## src/rtl/hdmi_pkg.sv

```systemverilog
// Shared definitions for the HDMI video timing source: default 640x480@60 raster,
// pattern and FSM encodings, and the TMDS control symbols used by the encoders.
package hdmi_pkg;

    localparam int HDMI_H_ACTIVE = 640;
    localparam int HDMI_H_FP     = 16;
    localparam int HDMI_H_SYNC   = 96;
    localparam int HDMI_H_BP     = 48;
    localparam int HDMI_V_ACTIVE = 480;
    localparam int HDMI_V_FP     = 10;
    localparam int HDMI_V_SYNC   = 2;
    localparam int HDMI_V_BP     = 33;

    typedef enum logic [1:0] {
        PAT_BARS  = 2'd0,
        PAT_GRAD  = 2'd1,
        PAT_CHECK = 2'd2,
        PAT_GREY  = 2'd3
    } pat_e;

    typedef enum logic [1:0] {
        ST_IDLE = 2'd0,
        ST_RUN  = 2'd1,
        ST_STOP = 2'd2
    } state_e;

    // Control-period symbols indexed by CD = {c1, c0}
    localparam logic [9:0] TMDS_CTRL_00 = 10'b1101010100;
    localparam logic [9:0] TMDS_CTRL_01 = 10'b0010101011;
    localparam logic [9:0] TMDS_CTRL_10 = 10'b0101010100;
    localparam logic [9:0] TMDS_CTRL_11 = 10'b1010101011;

endpackage

```

## src/rtl/hdmi_video_timing_if.sv

```systemverilog
// Bundle between the timing source and the three TMDS encoder lanes.
interface hdmi_video_timing_if;
    import hdmi_pkg::*;

    logic        en;
    logic [1:0]  pattern_sel;
    logic        pix_stb;
    logic [11:0] hcount;
    logic [11:0] vcount;
    logic        VDE;
    logic [1:0]  CD;
    logic [7:0]  red;
    logic [7:0]  green;
    logic [7:0]  blue;
    logic        frame_start;
    logic        running;
    state_e      dbg_state;

    // pix_stb acts as valid for every pixel output; there is no ready, the sink
    // must accept each pixel, and all pixel outputs stay stable between strobes.
    modport master (
        input  en, pattern_sel,
        output pix_stb, hcount, vcount, VDE, CD, red, green, blue,
               frame_start, running, dbg_state
    );

    modport slave (
        output en, pattern_sel,
        input  pix_stb, hcount, vcount, VDE, CD, red, green, blue,
               frame_start, running, dbg_state
    );

endinterface

```

## src/rtl/hdmi_pattern_gen.sv

```systemverilog
// Combinational test-pattern map from raster position to RGB; blank outside
// the active area. The caller registers the result.
module hdmi_pattern_gen
    import hdmi_pkg::*;
#(
    parameter int H_ACTIVE = HDMI_H_ACTIVE
) (
    input  logic [11:0] i_h,
    input  logic [7:0]  i_v,
    input  pat_e        i_pat,
    input  logic [7:0]  i_frame_cnt,
    input  logic        i_vde,
    output logic [7:0]  o_red,
    output logic [7:0]  o_green,
    output logic [7:0]  o_blue
);

    localparam int BAR_W = (H_ACTIVE >= 8) ? (H_ACTIVE / 8) : 1;

    logic [11:0] w_bar;
    logic [2:0]  w_bar_rgb;

    assign w_bar = i_h / 12'(BAR_W);

    // One bit per component, {R,G,B}
    always_comb begin
        w_bar_rgb = 3'b000;
        case (w_bar)
            12'd0:   w_bar_rgb = 3'b111;
            12'd1:   w_bar_rgb = 3'b110;
            12'd2:   w_bar_rgb = 3'b011;
            12'd3:   w_bar_rgb = 3'b010;
            12'd4:   w_bar_rgb = 3'b101;
            12'd5:   w_bar_rgb = 3'b100;
            12'd6:   w_bar_rgb = 3'b001;
            default: w_bar_rgb = 3'b000;
        endcase
    end

    always_comb begin
        o_red   = 8'h00;
        o_green = 8'h00;
        o_blue  = 8'h00;
        if (i_vde) begin
            case (i_pat)
                PAT_BARS: begin
                    o_red   = {8{w_bar_rgb[2]}};
                    o_green = {8{w_bar_rgb[1]}};
                    o_blue  = {8{w_bar_rgb[0]}};
                end
                PAT_GRAD: begin
                    o_red   = i_h[7:0];
                    o_green = i_v;
                    o_blue  = i_frame_cnt;
                end
                PAT_CHECK: begin
                    o_red   = {8{~(i_h[5] ^ i_v[5])}};
                    o_green = {8{~(i_h[5] ^ i_v[5])}};
                    o_blue  = {8{~(i_h[5] ^ i_v[5])}};
                end
                default: begin
                    o_red   = 8'h80;
                    o_green = 8'h80;
                    o_blue  = 8'h80;
                end
            endcase
        end
    end

endmodule

```

## src/rtl/hdmi_video_timing.sv

```systemverilog
// Raster timing source on the TMDS bit clock: divides to a pixel strobe, runs the
// IDLE/RUN/STOP sequencer, and registers position, sync, VDE and RGB together.
module hdmi_video_timing
    import hdmi_pkg::*;
#(
    parameter int CLK_DIV  = 10,
    parameter int H_ACTIVE = HDMI_H_ACTIVE,
    parameter int H_FP     = HDMI_H_FP,
    parameter int H_SYNC   = HDMI_H_SYNC,
    parameter int H_BP     = HDMI_H_BP,
    parameter int V_ACTIVE = HDMI_V_ACTIVE,
    parameter int V_FP     = HDMI_V_FP,
    parameter int V_SYNC   = HDMI_V_SYNC,
    parameter int V_BP     = HDMI_V_BP,
    parameter bit HS_POL   = 1'b0,
    parameter bit VS_POL   = 1'b0
) (
    input logic                 clk,
    input logic                 rst_n,
    hdmi_video_timing_if.master bus
);

    localparam int H_TOT    = H_ACTIVE + H_FP + H_SYNC + H_BP;
    localparam int V_TOT    = V_ACTIVE + V_FP + V_SYNC + V_BP;
    localparam int HS_START = H_ACTIVE + H_FP;
    localparam int HS_END   = HS_START + H_SYNC;
    localparam int VS_START = V_ACTIVE + V_FP;
    localparam int VS_END   = VS_START + V_SYNC;
    localparam int DIV_W    = (CLK_DIV > 1) ? $clog2(CLK_DIV) : 1;
    localparam logic [1:0] CD_IDLE = {~VS_POL, ~HS_POL};

    logic [DIV_W-1:0] r_div_cnt;
    logic             w_tick;
    state_e           r_state, w_state_nxt;
    logic [11:0]      r_h, r_v, w_h_nxt, w_v_nxt;
    logic             w_load, w_frame_start, w_to_idle;
    pat_e             r_pat, w_pat_nxt;
    logic [7:0]       r_frame_cnt, w_frame_cnt_nxt;
    logic             w_vde, w_hs, w_vs;
    logic [7:0]       w_red, w_green, w_blue;
    logic             r_vde, r_pix_stb, r_frame_start;
    logic [1:0]       r_cd;
    logic [7:0]       r_red, r_green, r_blue;

    assign w_tick = (r_div_cnt == DIV_W'(CLK_DIV - 1));

    always_ff @(posedge clk or negedge rst_n) begin
        if (!rst_n) r_state <= ST_IDLE;
        else        r_state <= w_state_nxt;
    end

    // Sequencer and next raster position; w_load marks an edge that outputs a pixel
    always_comb begin
        w_state_nxt   = r_state;
        w_h_nxt       = r_h;
        w_v_nxt       = r_v;
        w_load        = 1'b0;
        w_frame_start = 1'b0;
        w_to_idle     = 1'b0;
        if (w_tick) begin
            case (r_state)
                ST_IDLE: begin
                    if (bus.en) begin
                        w_state_nxt   = ST_RUN;
                        w_h_nxt       = '0;
                        w_v_nxt       = '0;
                        w_load        = 1'b1;
                        w_frame_start = 1'b1;
                    end
                end
                default: begin
                    w_state_nxt = bus.en ? ST_RUN : ST_STOP;
                    w_load      = 1'b1;
                    if (r_h == 12'(H_TOT - 1)) begin
                        w_h_nxt = '0;
                        if (r_v == 12'(V_TOT - 1)) begin
                            w_v_nxt = '0;
                            if (bus.en) begin
                                w_frame_start = 1'b1;
                            end else begin
                                w_state_nxt = ST_IDLE;
                                w_load      = 1'b0;
                                w_to_idle   = 1'b1;
                            end
                        end else begin
                            w_v_nxt = r_v + 12'd1;
                        end
                    end else begin
                        w_h_nxt = r_h + 12'd1;
                    end
                end
            endcase
        end
    end

    assign w_pat_nxt       = w_frame_start ? pat_e'(bus.pattern_sel) : r_pat;
    assign w_frame_cnt_nxt = w_frame_start ? (r_frame_cnt + 8'd1) : r_frame_cnt;

    assign w_vde = (w_h_nxt < 12'(H_ACTIVE)) && (w_v_nxt < 12'(V_ACTIVE));
    assign w_hs  = ((w_h_nxt >= 12'(HS_START)) && (w_h_nxt < 12'(HS_END))) ? HS_POL : ~HS_POL;
    assign w_vs  = ((w_v_nxt >= 12'(VS_START)) && (w_v_nxt < 12'(VS_END))) ? VS_POL : ~VS_POL;

    hdmi_pattern_gen #(
        .H_ACTIVE (H_ACTIVE)
    ) u_pattern_gen (
        .i_h         (w_h_nxt),
        .i_v         (w_v_nxt[7:0]),
        .i_pat       (w_pat_nxt),
        .i_frame_cnt (w_frame_cnt_nxt),
        .i_vde       (w_vde),
        .o_red       (w_red),
        .o_green     (w_green),
        .o_blue      (w_blue)
    );

    always_ff @(posedge clk or negedge rst_n) begin
        if (!rst_n) begin
            r_div_cnt     <= '0;
            r_h           <= '0;
            r_v           <= '0;
            r_vde         <= 1'b0;
            r_cd          <= CD_IDLE;
            r_red         <= '0;
            r_green       <= '0;
            r_blue        <= '0;
            r_pix_stb     <= 1'b0;
            r_frame_start <= 1'b0;
            r_pat         <= PAT_BARS;
            r_frame_cnt   <= '0;
        end else begin
            r_div_cnt     <= w_tick ? '0 : (r_div_cnt + 1'b1);
            r_pix_stb     <= w_load;
            r_frame_start <= w_frame_start;
            r_pat         <= w_pat_nxt;
            r_frame_cnt   <= w_frame_cnt_nxt;
            if (w_load) begin
                r_h     <= w_h_nxt;
                r_v     <= w_v_nxt;
                r_vde   <= w_vde;
                r_cd    <= {w_vs, w_hs};
                r_red   <= w_red;
                r_green <= w_green;
                r_blue  <= w_blue;
            end else if (w_to_idle) begin
                r_h     <= '0;
                r_v     <= '0;
                r_vde   <= 1'b0;
                r_cd    <= CD_IDLE;
                r_red   <= '0;
                r_green <= '0;
                r_blue  <= '0;
            end
        end
    end

    assign bus.pix_stb     = r_pix_stb;
    assign bus.hcount      = r_h;
    assign bus.vcount      = r_v;
    assign bus.VDE         = r_vde;
    assign bus.CD          = r_cd;
    assign bus.red         = r_red;
    assign bus.green       = r_green;
    assign bus.blue        = r_blue;
    assign bus.frame_start = r_frame_start;
    assign bus.running     = (r_state != ST_IDLE);
    assign bus.dbg_state   = r_state;

endmodule

```

## src/flat_wrapper.sv

```systemverilog
// flat-port wrapper written by rule: the top's interface ports become plain ports
module hdmi_video_timing_flat import hdmi_pkg::*;
#(
    parameter int CLK_DIV  = 10,
    parameter int H_ACTIVE = HDMI_H_ACTIVE,
    parameter int H_FP     = HDMI_H_FP,
    parameter int H_SYNC   = HDMI_H_SYNC,
    parameter int H_BP     = HDMI_H_BP,
    parameter int V_ACTIVE = HDMI_V_ACTIVE,
    parameter int V_FP     = HDMI_V_FP,
    parameter int V_SYNC   = HDMI_V_SYNC,
    parameter int V_BP     = HDMI_V_BP,
    parameter bit HS_POL   = 1'b0,
    parameter bit VS_POL   = 1'b0
)
  (clk, rst_n, bus_en, bus_pattern_sel, bus_pix_stb, bus_hcount, bus_vcount, bus_VDE, bus_CD, bus_red, bus_green, bus_blue, bus_frame_start, bus_running, bus_dbg_state);
  hdmi_video_timing_if bus_i ();
  input logic clk;
  input logic rst_n;
  input wire logic [$bits(bus_i.en)-1:0] bus_en;
  input wire logic [$bits(bus_i.pattern_sel)-1:0] bus_pattern_sel;
  output wire logic [$bits(bus_i.pix_stb)-1:0] bus_pix_stb;
  output wire logic [$bits(bus_i.hcount)-1:0] bus_hcount;
  output wire logic [$bits(bus_i.vcount)-1:0] bus_vcount;
  output wire logic [$bits(bus_i.VDE)-1:0] bus_VDE;
  output wire logic [$bits(bus_i.CD)-1:0] bus_CD;
  output wire logic [$bits(bus_i.red)-1:0] bus_red;
  output wire logic [$bits(bus_i.green)-1:0] bus_green;
  output wire logic [$bits(bus_i.blue)-1:0] bus_blue;
  output wire logic [$bits(bus_i.frame_start)-1:0] bus_frame_start;
  output wire logic [$bits(bus_i.running)-1:0] bus_running;
  output wire logic [$bits(bus_i.dbg_state)-1:0] bus_dbg_state;
  assign bus_i.en = bus_en;
  assign bus_i.pattern_sel = bus_pattern_sel;
  assign bus_pix_stb = bus_i.pix_stb;
  assign bus_hcount = bus_i.hcount;
  assign bus_vcount = bus_i.vcount;
  assign bus_VDE = bus_i.VDE;
  assign bus_CD = bus_i.CD;
  assign bus_red = bus_i.red;
  assign bus_green = bus_i.green;
  assign bus_blue = bus_i.blue;
  assign bus_frame_start = bus_i.frame_start;
  assign bus_running = bus_i.running;
  assign bus_dbg_state = bus_i.dbg_state;
  hdmi_video_timing #(.CLK_DIV(CLK_DIV), .H_ACTIVE(H_ACTIVE), .H_FP(H_FP), .H_SYNC(H_SYNC), .H_BP(H_BP), .V_ACTIVE(V_ACTIVE), .V_FP(V_FP), .V_SYNC(V_SYNC), .V_BP(V_BP), .HS_POL(HS_POL), .VS_POL(VS_POL)) u_core (.clk(clk), .rst_n(rst_n), .bus(bus_i));
endmodule
```

## config.mk

```make
export PLATFORM = sky130hd
export DESIGN_NAME = hdmi_video_timing_flat
export DESIGN_NICKNAME = d
export VERILOG_FILES = /design/src/rtl/hdmi_pkg.sv /design/src/rtl/hdmi_video_timing_if.sv /design/src/rtl/hdmi_pattern_gen.sv /design/src/rtl/hdmi_video_timing.sv /design/src/flat_wrapper.sv
export SDC_FILE = /design/constraint.sdc
export NUM_CORES = 1
export LEC_CHECK = 0
export ABC_CLOCK_PERIOD_IN_PS = 4300
export BUFFER_PORTS_ARGS = -buffer_cell sky130_fd_sc_hd__buf_2
export CORE_MARGIN = 5
export CORE_UTILIZATION = 57
export DETAILED_ROUTE_END_ITERATION = 10
export PLACE_DENSITY_LB_ADDON = 0.1
export SETUP_SLACK_MARGIN = 0.4
export SYNTH_ARGS = -nofsm -noshare
export SYNTH_HDL_FRONTEND = slang
export SYNTH_SLANG_ARGS = --single-unit
```

## constraint.sdc

```tcl
create_clock -name clk -period 4.3 [get_ports clk]
set_input_delay 0.645 -clock clk [delete_from_list [all_inputs] [get_ports clk]]
set_output_delay 0.645 -clock clk [all_outputs]
set_load 0.005 [all_outputs]
```

# Word-level counts from Yosys, hierarchy flattened
# Index checks and enable logic that the tools add are counted.
[word_totals] register_bits=69 input_bits=5 wordCells=99 out_inout_bits=56
[op_classes] eq_ne=12 order_cmp=6 n_addsub=4 mux=52 n_bitwise=2 div=1 n_reduce_logical=9
[ops] op="two-way mux 12 bit" n=12
[ops] op="case mux 8 bit (3 select lines)" n=3
[ops] op="two-way mux 8 bit" n=8
[ops] op="== test 12 x 3 -> 1 bit (second input constant)" n=3
[ops] op="adder 12 x 1 -> 12 bit (second input constant)" n=2
[ops] op="== test 12 x 10 -> 1 bit (second input constant)" n=2
[ops] op="== test 12 x 2 -> 1 bit (second input constant)" n=2
[ops] op="< comparator 12 x 10 -> 1 bit (second input constant)" n=2
[ops] op="< comparator 12 x 9 -> 1 bit (second input constant)" n=2
[ops] op="case mux 3 bit (7 select lines)" n=1
[ops] op="two-way mux 1 bit" n=18
[ops] op="two-way mux 2 bit" n=9
[ops] op="divider 12 x 7 -> 12 bit (second input constant)" n=1
[ops] op="== test 12 x 1 -> 1 bit (second input constant)" n=1
[ops] op="greater-or-equal comparator 12 x 10 -> 1 bit (second input constant)" n=1
[ops] op="greater-or-equal comparator 12 x 9 -> 1 bit (second input constant)" n=1
[ops] op="zero test 12 bit" n=1
[ops] op="adder 8 x 1 -> 8 bit (second input constant)" n=1
[ops] op="adder 4 x 1 -> 4 bit (second input constant)" n=1
[ops] op="== test 4 bit (second input constant)" n=1
[ops] op="zero test 2 bit" n=2
[ops] op="two-way mux 4 bit" n=1
[ops] op="nonzero test 2 bit" n=2
[ops] op="logical AND 1 bit" n=3
[ops] op="6 further kinds" n=6

# Depth between registers and ports, before layout
# Gate-level depths: netlist (run 1).
[depth] ltp_word=10 mapped_depth=16 mapped_depth_nobuf=13

# Hierarchy
# A second synthesis (run 1) with hierarchy kept.
[unflattened] cells_unflattened=483 area_unflattened_um2=4260.3
[modules_own_cells] mod="hdmi_video_timing" cells_each=352 instances=1 area_per_inst_um2=3529.6
[modules_own_cells] mod="hdmi_pattern_gen" cells_each=131 instances=1 area_per_inst_um2=730.7

# Worst setup path before layout (run 1)
# Ideal clock, no wire load.
[synth_path] path_type="flip-flop to flip-flop" from="register u_core.r_h[0], in the netlist u_core.bus.hcount[0]" to="register u_core.r_blue[1], in the netlist u_core.bus.blue[1]" stages_incl_launch_ff=17 setup_time_ns=0.073 period_less_slack_ns=3.706 required_time_ns=4.227 arrival_ns=3.633 setup_slack_ns=0.594 path_cell_list="dfrtp_1 -> ha_1 -> and3_1 -> clkbuf_1 -> and3_1 -> buf_2 -> or3_1 -> a31o_2 -> inv_2 -> nor3_1 -> o311ai_1 -> o31ai_4 -> nand2_1 -> o31ai_1 -> or4_1 -> buf_4 -> a21oi_2"
[synth_between] elab_chain_cells=10 word_cells_on_any_way=41 classes_between="add/sub: 1; div: 1; order compare: 2; eq/ne: 9; mux: 22; bitwise: 2; reduce/logical: 4"
[synth_rtl] element="start, declared" line_no="hdmi_video_timing.sv:35" rtl="logic [11:0] r_h, r_v, w_h_nxt, w_v_nxt;"
[synth_rtl] element="start signal, assigned" line_no="hdmi_video_timing.sv:137" rtl="r_h <= w_h_nxt;"
[synth_rtl] element="adder 12 x 1 -> 12 bit or == test 12 x 10 -> 1 bit (tied branches)" line_no="hdmi_video_timing.sv:89, hdmi_video_timing.sv:74"
[synth_rtl] element="two-way mux 12 bit" line_no="hdmi_video_timing.sv:74" rtl="if (r_h == 12'(H_TOT - 1)) begin"
[synth_rtl] element="two-way mux 12 bit" line_no="hdmi_video_timing.sv:61" rtl="case (r_state)"
[synth_rtl] element="two-way mux 12 bit" line_no="hdmi_video_timing.sv:60" rtl="if (w_tick) begin"
[synth_rtl] element="divider 12 x 7 -> 12 bit" line_no="hdmi_pattern_gen.sv:23" rtl="assign w_bar = i_h / 12'(BAR_W);"
[synth_rtl] element="== test 12 x 3 -> 1 bit, or another cell as far along" line_no="hdmi_pattern_gen.sv:28" rtl="case (w_bar)"
[synth_rtl] element="case mux 3 bit (7 select lines)" line_no="hdmi_pattern_gen.sv:28"
[synth_rtl] element="case mux 8 bit (3 select lines)" line_no="hdmi_pattern_gen.sv:45" rtl="case (i_pat)"
[synth_rtl] element="two-way mux 8 bit" line_no="hdmi_pattern_gen.sv:44" rtl="if (i_vde) begin"
[synth_rtl] element="two-way mux 8 bit" line_no="hdmi_video_timing.sv:136" rtl="if (w_load) begin"
[synth_rtl] element="end signal, assigned" line_no="hdmi_video_timing.sv:143" rtl="r_blue <= w_blue;"
[synth_rtl] element="end, declared" line_no="hdmi_video_timing.sv:43" rtl="logic [7:0] r_red, r_green, r_blue;"
# Several ways; a longest one is shown, not always the timed one.
# A chain may end at the register's enable or synchronous reset.

# Worst setup path after layout (run 1)
# Ends and elaborated chain as after synthesis.

==> reports/metrics.cfg, run 1 <==
[timing]
finalSetupTns_ns=0
min_period_ns=3.76
relSlewSlack_pct=35.0
final-setup-viol-count=0
rsz0062_at_grt=no
finClkSkew_ns=0.00821
drv_slew=0
fmax_mhz=266
finalHoldViolations=0
finalCritPeriodShare_pct=87.4
worst_pin_slew_ns=0.974

[logic_synthesis]
ys_warn_count=0
avgSynthCellArea_um2=9.16
syn_inst=440
yosysSeqAreaShare_pct=42.9
synth_edf_count=0
syn_nets=449
ys_seq_elements=69
async_flop_share_pct=100
syn_area_um2=4030
synth_cell_type_count=75
synth_ff_type=dfrtp_1

[global_routing]
overflow=0
grtUsageTotal_pct=26.7
grt_antenna_before_repair=0
grt_pass1_vias=3671
grt_first_pass_wirelength_mm=18.6
grt_max_degree=44

[drt]
wl_per_cell_um=18.4
drt_iter0_drc=303
dr.pass1.iters=6
ant_nets=0
vias=3803
drc=0
drt-total-wl_mm=11.3
vias_per_cell=6.22

[setup_path]
crit_required_ns=4.58
worstSetupStartpointType=flop
worstPathMaxFanout=8
criticalPathCategory=reg -> reg
r2r_start=u_core.bus.hcount[0]
worstPathArrival_ns=4.04
critical_path.endpoint_type=flop
crit_start=u_core.bus.hcount[0]

[place]
hpwlAfterDp_mm=8.04
io_buffers=60
place_congestion=0.913

[min_path]
min_path_type=in -> async

[clock_network]
cts_buffer_depth=2
clk_latency_ns=0.35
root_buffer=clkbuf_8
clock_sinks=69
cts_max_level=3
cts_hold_buf=0
clkTransAtPathRegs_ns=0.07
cts_buffers=9
cts_tree=built

[pwr]
power_w=0.00164
ir_drop_mv=0.254
p_int_w=0.00111
power_density_nw_per_um2=342
pwr-share-seq_pct=44.3
power.switching_w=0.000531
p_comb_share_pct=23.5
p_sw_share_pct=32.3
clkPwrFrac_pct=32.2
power.leakage_nw=2.14

[outcome]
status=finished, final reports clean

[floorplanning]
rows=30
ios=61
core-area_um2=6830
die_h_um=94.1
dieArea_um2=8850
fp.dieW_um=94.1
initial_core_util_pct=59.0

[cells_and_area]
final_layout_size_suffix_gt1_share_pct=27.8
fin_nets=519
num_antenna_cells=0
area_delta_synth_final_pct=18.9

[job]
drv_cap=0

==> path summary, 6_finish.rpt <==
check / endpoint / slack, ns / depth (start not counted)
worst max-delay path: u_core.bus.blue[1] / 0.54 / 14
worst min-delay path: u_core.bus.green[3] / 0.46 / 1
worst max register to register: u_core.bus.blue[1] / 0.54 / 14
worst min register to register: u_core.r_frame_cnt[7] / 0.48 / 1
max in group asynchronous: u_core.bus.CD[0] / 2.88 / 2
min in group clk: u_core.r_frame_cnt[7] / 0.48 / 1
==> stage by stage <==
| step | worst slack (ns) | instances | instance area (um^2) | util (%) | hold slack [ns] |
|---|---|---|---|---|---|
| after floorplan | 0.594 | 440 | 4030 | - | 0.349 |
| after global placement | 0.327 | 592 | 4500 | 65.8 | 0.459 |
| after detailed placement | 0.136 | 592 | 4500 | 65.8 | 0.467 |
| after CTS | 0.403 | 608 | 4720 | 69.1 | 0.471 |
| after global routing | 0.400 | 611 | 4790 | 70.2 | 0.514 |
| final | 0.540 | 611 | 4790 | 70.2 | 0.456 |
==> per-layer routing <==
metal	global-route usage (%)	vias up	share of wire [%]
li1	-	1787	-
met1	35.8	1829	43
met2	44.2	166	49
met3	3.69	21	6.3
met4	9.51	0	1.9
met5	0	-	0
==> registers in the layout (all words and copies together), names as in the netlist, 2 cells and up <==
signal	flops
u_core.bus.vcount	12
u_core.r_div_cnt	4
u_core.bus.hcount	12
u_core.r_frame_cnt	8
u_core.bus.CD	2
u_core.bus.blue	8
u_core.r_pat	2
u_core.bus.dbg_state	2
u_core.bus.green	8
u_core.bus.red	8
==> power by group through the flow <==
stage          registers, W  logic, W  clock network (W)
6_report           0.000727  0.000385           0.000529
5_1_grt            0.000733  0.000423           0.000565
4_1_cts            0.000725  0.000368           0.000537
3_5_place_dp       0.000738  0.000357                  0
3_3_place_gp       0.000736  0.000350                  0
2_1_floorplan      0.000730  0.000235                  0
==> layout make-up <==
| cell class | count | area (um^2) |
|---|---|---|
| clock inverters | 4 | 47.5 |
| fillers | 561 | 2040 |
| multi-input cells | 330 | 2220 |
| well taps | 96 | 120 |
| flip-flops and latches | 69 | 1730 |
| repair buffers | 80 | 450 |
| inverters | 20 | 82.6 |
| clock buffers | 12 | 145 |
==> placed cells by master (no fill, tap or decap), types with 11 or more instances in the layout <==
master	Yosys	routed
dfrtp_1	67	67
buf_2	3	60
nand2_1	43	42
o21ai_0	36	36
nor2_1	25	25
nand3_1	21	20
buf_4	1	20
a21oi_1	20	19
inv_1	16	16
nand4_1	13	13
nor3_1	11	11
==> cell families after synthesis <==
group,share of synthesized area [%]
and+or+nand+nor,21.2
xor gates and xnor gates,2.61
muxes,1.64
AOI/OAI and AO/OA,25.9
buffers and inverters,4.19
DFF,42.9
adders and majority gates,1.52
==> critical path, stage by stage, from the launching register on <==
cell and delay (ns):
dfrtp_1 0.42, ha_1 0.25, and3_4 0.23, buf_4 0.16, nand3_2 0.16, a31oi_1 0.19
mux2_4 0.24, inv_1 0.13, maj3_2 0.32, a22o_1 0.21, o31ai_4 0.31, and2_2 0.27
o31ai_1 0.11, or4_4 0.52, a21oi_2 0.16
==> repair_timing <==
action / in CTS / in global routing
pin swaps: 1 / 2
gates resized for setup: 6 / 11
endpoints found under the setup margin: 22 / 23
setup buffers: 0 / 3
==> synth_stat cells (all sizes together), types with 3 or more instances <==
cell / n / share of area [%]
nand3: 21 / 2.6
a211oi: 7 / 1.3
a221oi: 3 / 1.1
and3: 5 / 0.78
inv: 19 / 1.8
a22o: 7 / 1.5
a21o: 4 / 0.74
a22oi: 8 / 1.5
a31oi: 5 / 0.93
o21a: 5 / 0.93
xnor2: 10 / 2.2
buf: 4 / 0.56
ha: 4 / 1.2
dfrtp: 67 / 42
and2: 4 / 0.62
nor4: 6 / 0.93
nor2: 26 / 2.5
a21oi: 27 / 4.0
o31ai: 12 / 2.7
nand2b: 4 / 0.62
o21ai: 42 / 5.3
nand4: 13 / 2.0
nor3: 11 / 1.4
clkbuf: 17 / 1.6
nor2b: 8 / 1.2
o31a: 3 / 0.65
mux2: 5 / 1.4
nand2: 43 / 4.0
or2: 6 / 0.93
or3: 4 / 0.62
No activity file was read; power rests on OpenSTA's default activity.
==> run 2, diff against run 1 <==
Settings changed: CORE_ASPECT_RATIO from default to 1.75.
==> run 2 against run 1 <==
  * Global-route usage decreased by 0.11 points
  * Critical endpoint is now u_core.bus.blue[5]
  * Critical path depth shrank 1
  * First-iteration DRC count grew 34%
  * Clock skew shrank 0.0055 ns
  * Fmax up 1.2%
==> reports/metrics.cfg, run 2 (synthesis gave the netlist of run 1 again) <==
[outcome]
status=finished, final reports clean  ; unchanged

[setup_path]
slowest_delay_ns=0.62  ; was 0.52 ns
path_cells=nor4bb_4 -> buf_4 -> and2_2 -> a31oi_1 -> mux2_2 -> inv_1 -> nor2_1 -> a2111oi_4 -> o31ai_4 -> nand2_1 -> o31ai_1 -> or4_4 -> a21oi_2  ; was ha_1 -> and3_4 -> buf_4 -> nand3_2 -> a31oi_1 -> mux2_4 -> inv_1 -> maj3_2 -> a22o_1 -> o31ai_4 -> and2_2 -> o31ai_1 -> or4_4 -> a21oi_2
rrSetupSlack_ns=0.58  ; was 0.54 ns
worstSetupStartpointType=flop  ; unchanged
critical_path.endpoint_type=flop  ; unchanged
crit_required_ns=4.56  ; was 4.58 ns
worstPathMaxFanout=8  ; unchanged
critical_path.slowest_cell=or4_4  ; unchanged
worstPathArrival_ns=3.98  ; was 4.04 ns
criticalPathCategory=reg -> reg  ; unchanged

[global_routing]
grt_antenna_before_repair=0  ; unchanged
met2_usage_pct=45.6  ; was 44.2%
grt_use_met1_pct=31.3  ; was 35.8%
grt_max_degree=45  ; was 44
grtUsageTotal_pct=26.6  ; was 26.7%
grt_pass1_vias=3723  ; was 3671
overflow=0  ; unchanged
globalRouteMet3Util_pct=4.73  ; was 3.69%
grt-busiest-layer=met2  ; unchanged
grt_first_pass_wirelength_mm=18.3  ; was 18.6 mm

[drt]
drc=0  ; unchanged
dr.pass1.iters=6  ; unchanged
drt-total-wl_mm=11.6  ; was 11.3 mm
vias=3887  ; was 3803
wl_per_cell_um=19.4  ; was 18.4 um
vias_per_cell=6.48  ; was 6.22
ant_nets=0  ; unchanged
drt_iter0_drc=407  ; was 303

[floorplanning]
die_h_um=121  ; was 94.1 um
dieArea_um2=8920  ; was 8850 um^2
core-area_um2=6910  ; was 6830 um^2
ios=61  ; unchanged
fp.dieW_um=73.6  ; was 94.1 um
initial_core_util_pct=58.4  ; was 59.0%
rows=40  ; was 30

[pwr]
p_comb_share_pct=20.3  ; was 23.5%
p_int_w=0.00133  ; was 0.00111 W
power_density_nw_per_um2=385  ; was 342 nW/um^2
p_sw_share_pct=29.6  ; was 32.3%
clkPwrFrac_pct=41.4  ; was 32.2%
pwr-share-seq_pct=38.4  ; was 44.3%
power.switching_w=0.000561  ; was 0.000531 W
power.leakage_nw=2.20  ; was 2.14 nW
ir_drop_mv=0.347  ; was 0.254 mV

[min_path]
min_path_type=in -> async  ; unchanged

[timing]
fmax_mhz=269  ; was 266 MHz
finalSetupTns_ns=0  ; unchanged
drv_slew=0  ; unchanged
min_period_ns=3.72  ; was 3.76 ns
worst_pin_slew_ns=0.969  ; was 0.974 ns
rsz0062_at_grt=no  ; unchanged
timing.final.ws_setup_ns=0.584  ; was 0.540 ns
finalHoldViolations=0  ; unchanged
finClkSkew_ns=0.00267  ; was 0.00821 ns
relSlewSlack_pct=35.4  ; was 35.0%
final-setup-viol-count=0  ; unchanged
finalCritPeriodShare_pct=86.4  ; was 87.4%

[clock_network]
cts_max_level=3  ; unchanged
clk_latency_ns=0.34  ; was 0.35 ns
clock_sinks=69  ; unchanged
cts_buffers=9  ; unchanged
root_buffer=clkbuf_16  ; was clkbuf_8
clkTransAtPathRegs_ns=0.06  ; was 0.07 ns
cts_buffer_depth=2  ; unchanged
cts_tree=built  ; unchanged

[job]
drv_cap=0  ; unchanged

[place]
place_congestion=0.924  ; was 0.913
io_buffers=60  ; unchanged
hpwlAfterDp_mm=8.29  ; was 8.04 mm
pre_cts_ws_ns=0.0313  ; was 0.136 ns

[cells_and_area]
layout_commonest_cell=dfrtp_1  ; unchanged
num_antenna_cells=0  ; unchanged
fin_nets=520  ; was 519
area_delta_synth_final_pct=22.3  ; was 18.9%
n_fill_cell=539  ; was 561
final_cell_mix=dfrtp_1 (66), buf_2 (60), nand2_1 (42), o21ai_0 (36), nor2_1 (24)  ; was dfrtp_1 (67), buf_2 (60), nand2_1 (42), o21ai_0 (36), nor2_1 (25)
final_layout_size_suffix_gt1_share_pct=28.7  ; was 27.8%

## run 2: changes by cell type in the layout (fill, tap and decap cells not counted), moves of 2 or more
cell,change
and3_2,+2
clkbuf_16,+9
clkbuf_8,-10
clkinv_4,+2
## run 2: worst paths after layout
check | from | endpoint | cells past startpoint
worst max-delay path | u_core.r_div_cnt[1] | u_core.bus.blue[5] | 13
worst min-delay path | rst_n | u_core.bus.vcount[8] | 1
worst max register to register | u_core.r_div_cnt[1] | u_core.bus.blue[5] | 13
worst min register to register | u_core.bus.green[3] | u_core.bus.green[3] | 1
max in group asynchronous | rst_n | u_core.bus.CD[0] | 2
min in group clk | u_core.bus.green[3] | u_core.bus.green[3] | 1
## run 2: cell type report
| class | instances | area (um^2) | area share [%] |
|---|---|---|---|
| inverter | 20 | 82.6 | 1.68 |
| multi-input combinational | 330 | 2240 | 45.4 |
| timing repair buffer | 81 | 458 | 9.29 |
| sequential | 69 | 1730 | 35.1 |
| clock inverter | 6 | 87.6 | 1.78 |
| tap | 84 | 105 | 2.13 |
| clock buffer | 10 | 229 | 4.65 |
## run 2: metrics by stage
step	cell area (um^2)	hold WS, ns	total power, W	instances	utilization [%]
2_1_floorplan	4030	0.349	0.000965	440	-
6_report	4930	0.460	0.00190	600	71.4
5_1_grt	4930	0.504	0.00198	600	71.4
3_3_place_gp	4470	0.455	0.00109	579	64.8
4_1_cts	4810	0.477	0.00189	595	69.7
3_5_place_dp	4470	0.466	0.00110	579	64.8
## run 2: layer usage
metal	wire length, um	share of wire [%]
met5	0	0
met4	437	3.8
met3	782	6.7
met2	6060	52
met1	4350	37
## run 2: repair_timing
| item | in CTS | in global routing |
|---|---|---|
| setup endpoints to repair | 24 | 24 |
| gates resized for setup | 6 | 17 |
| setup buffers | 0 | 5 |
| hold buffers | 0 | 0 |
| pin swaps | 1 | 4 |
## run 2: power groups by stage
stage	clock network (W)	registers, W	logic (W)
2_1_floorplan	0	0.000730	0.000235
4_1_cts	0.000795	0.000725	0.000368
3_3_place_gp	0	0.000734	0.000355
6_report	0.000784	0.000727	0.000384
5_1_grt	0.000826	0.000732	0.000419
3_5_place_dp	0	0.000736	0.000361
## run 2: worst max-delay path, delay by kind of cell, from the launching register on
family / cells / cell delay, ns
and+or+nand+nor: 5 / 1.50
AOI/OAI and AO/OA: 5 / 0.91
DFF: 1 / 0.47
buffers and inverters: 2 / 0.38
muxes: 1 / 0.36
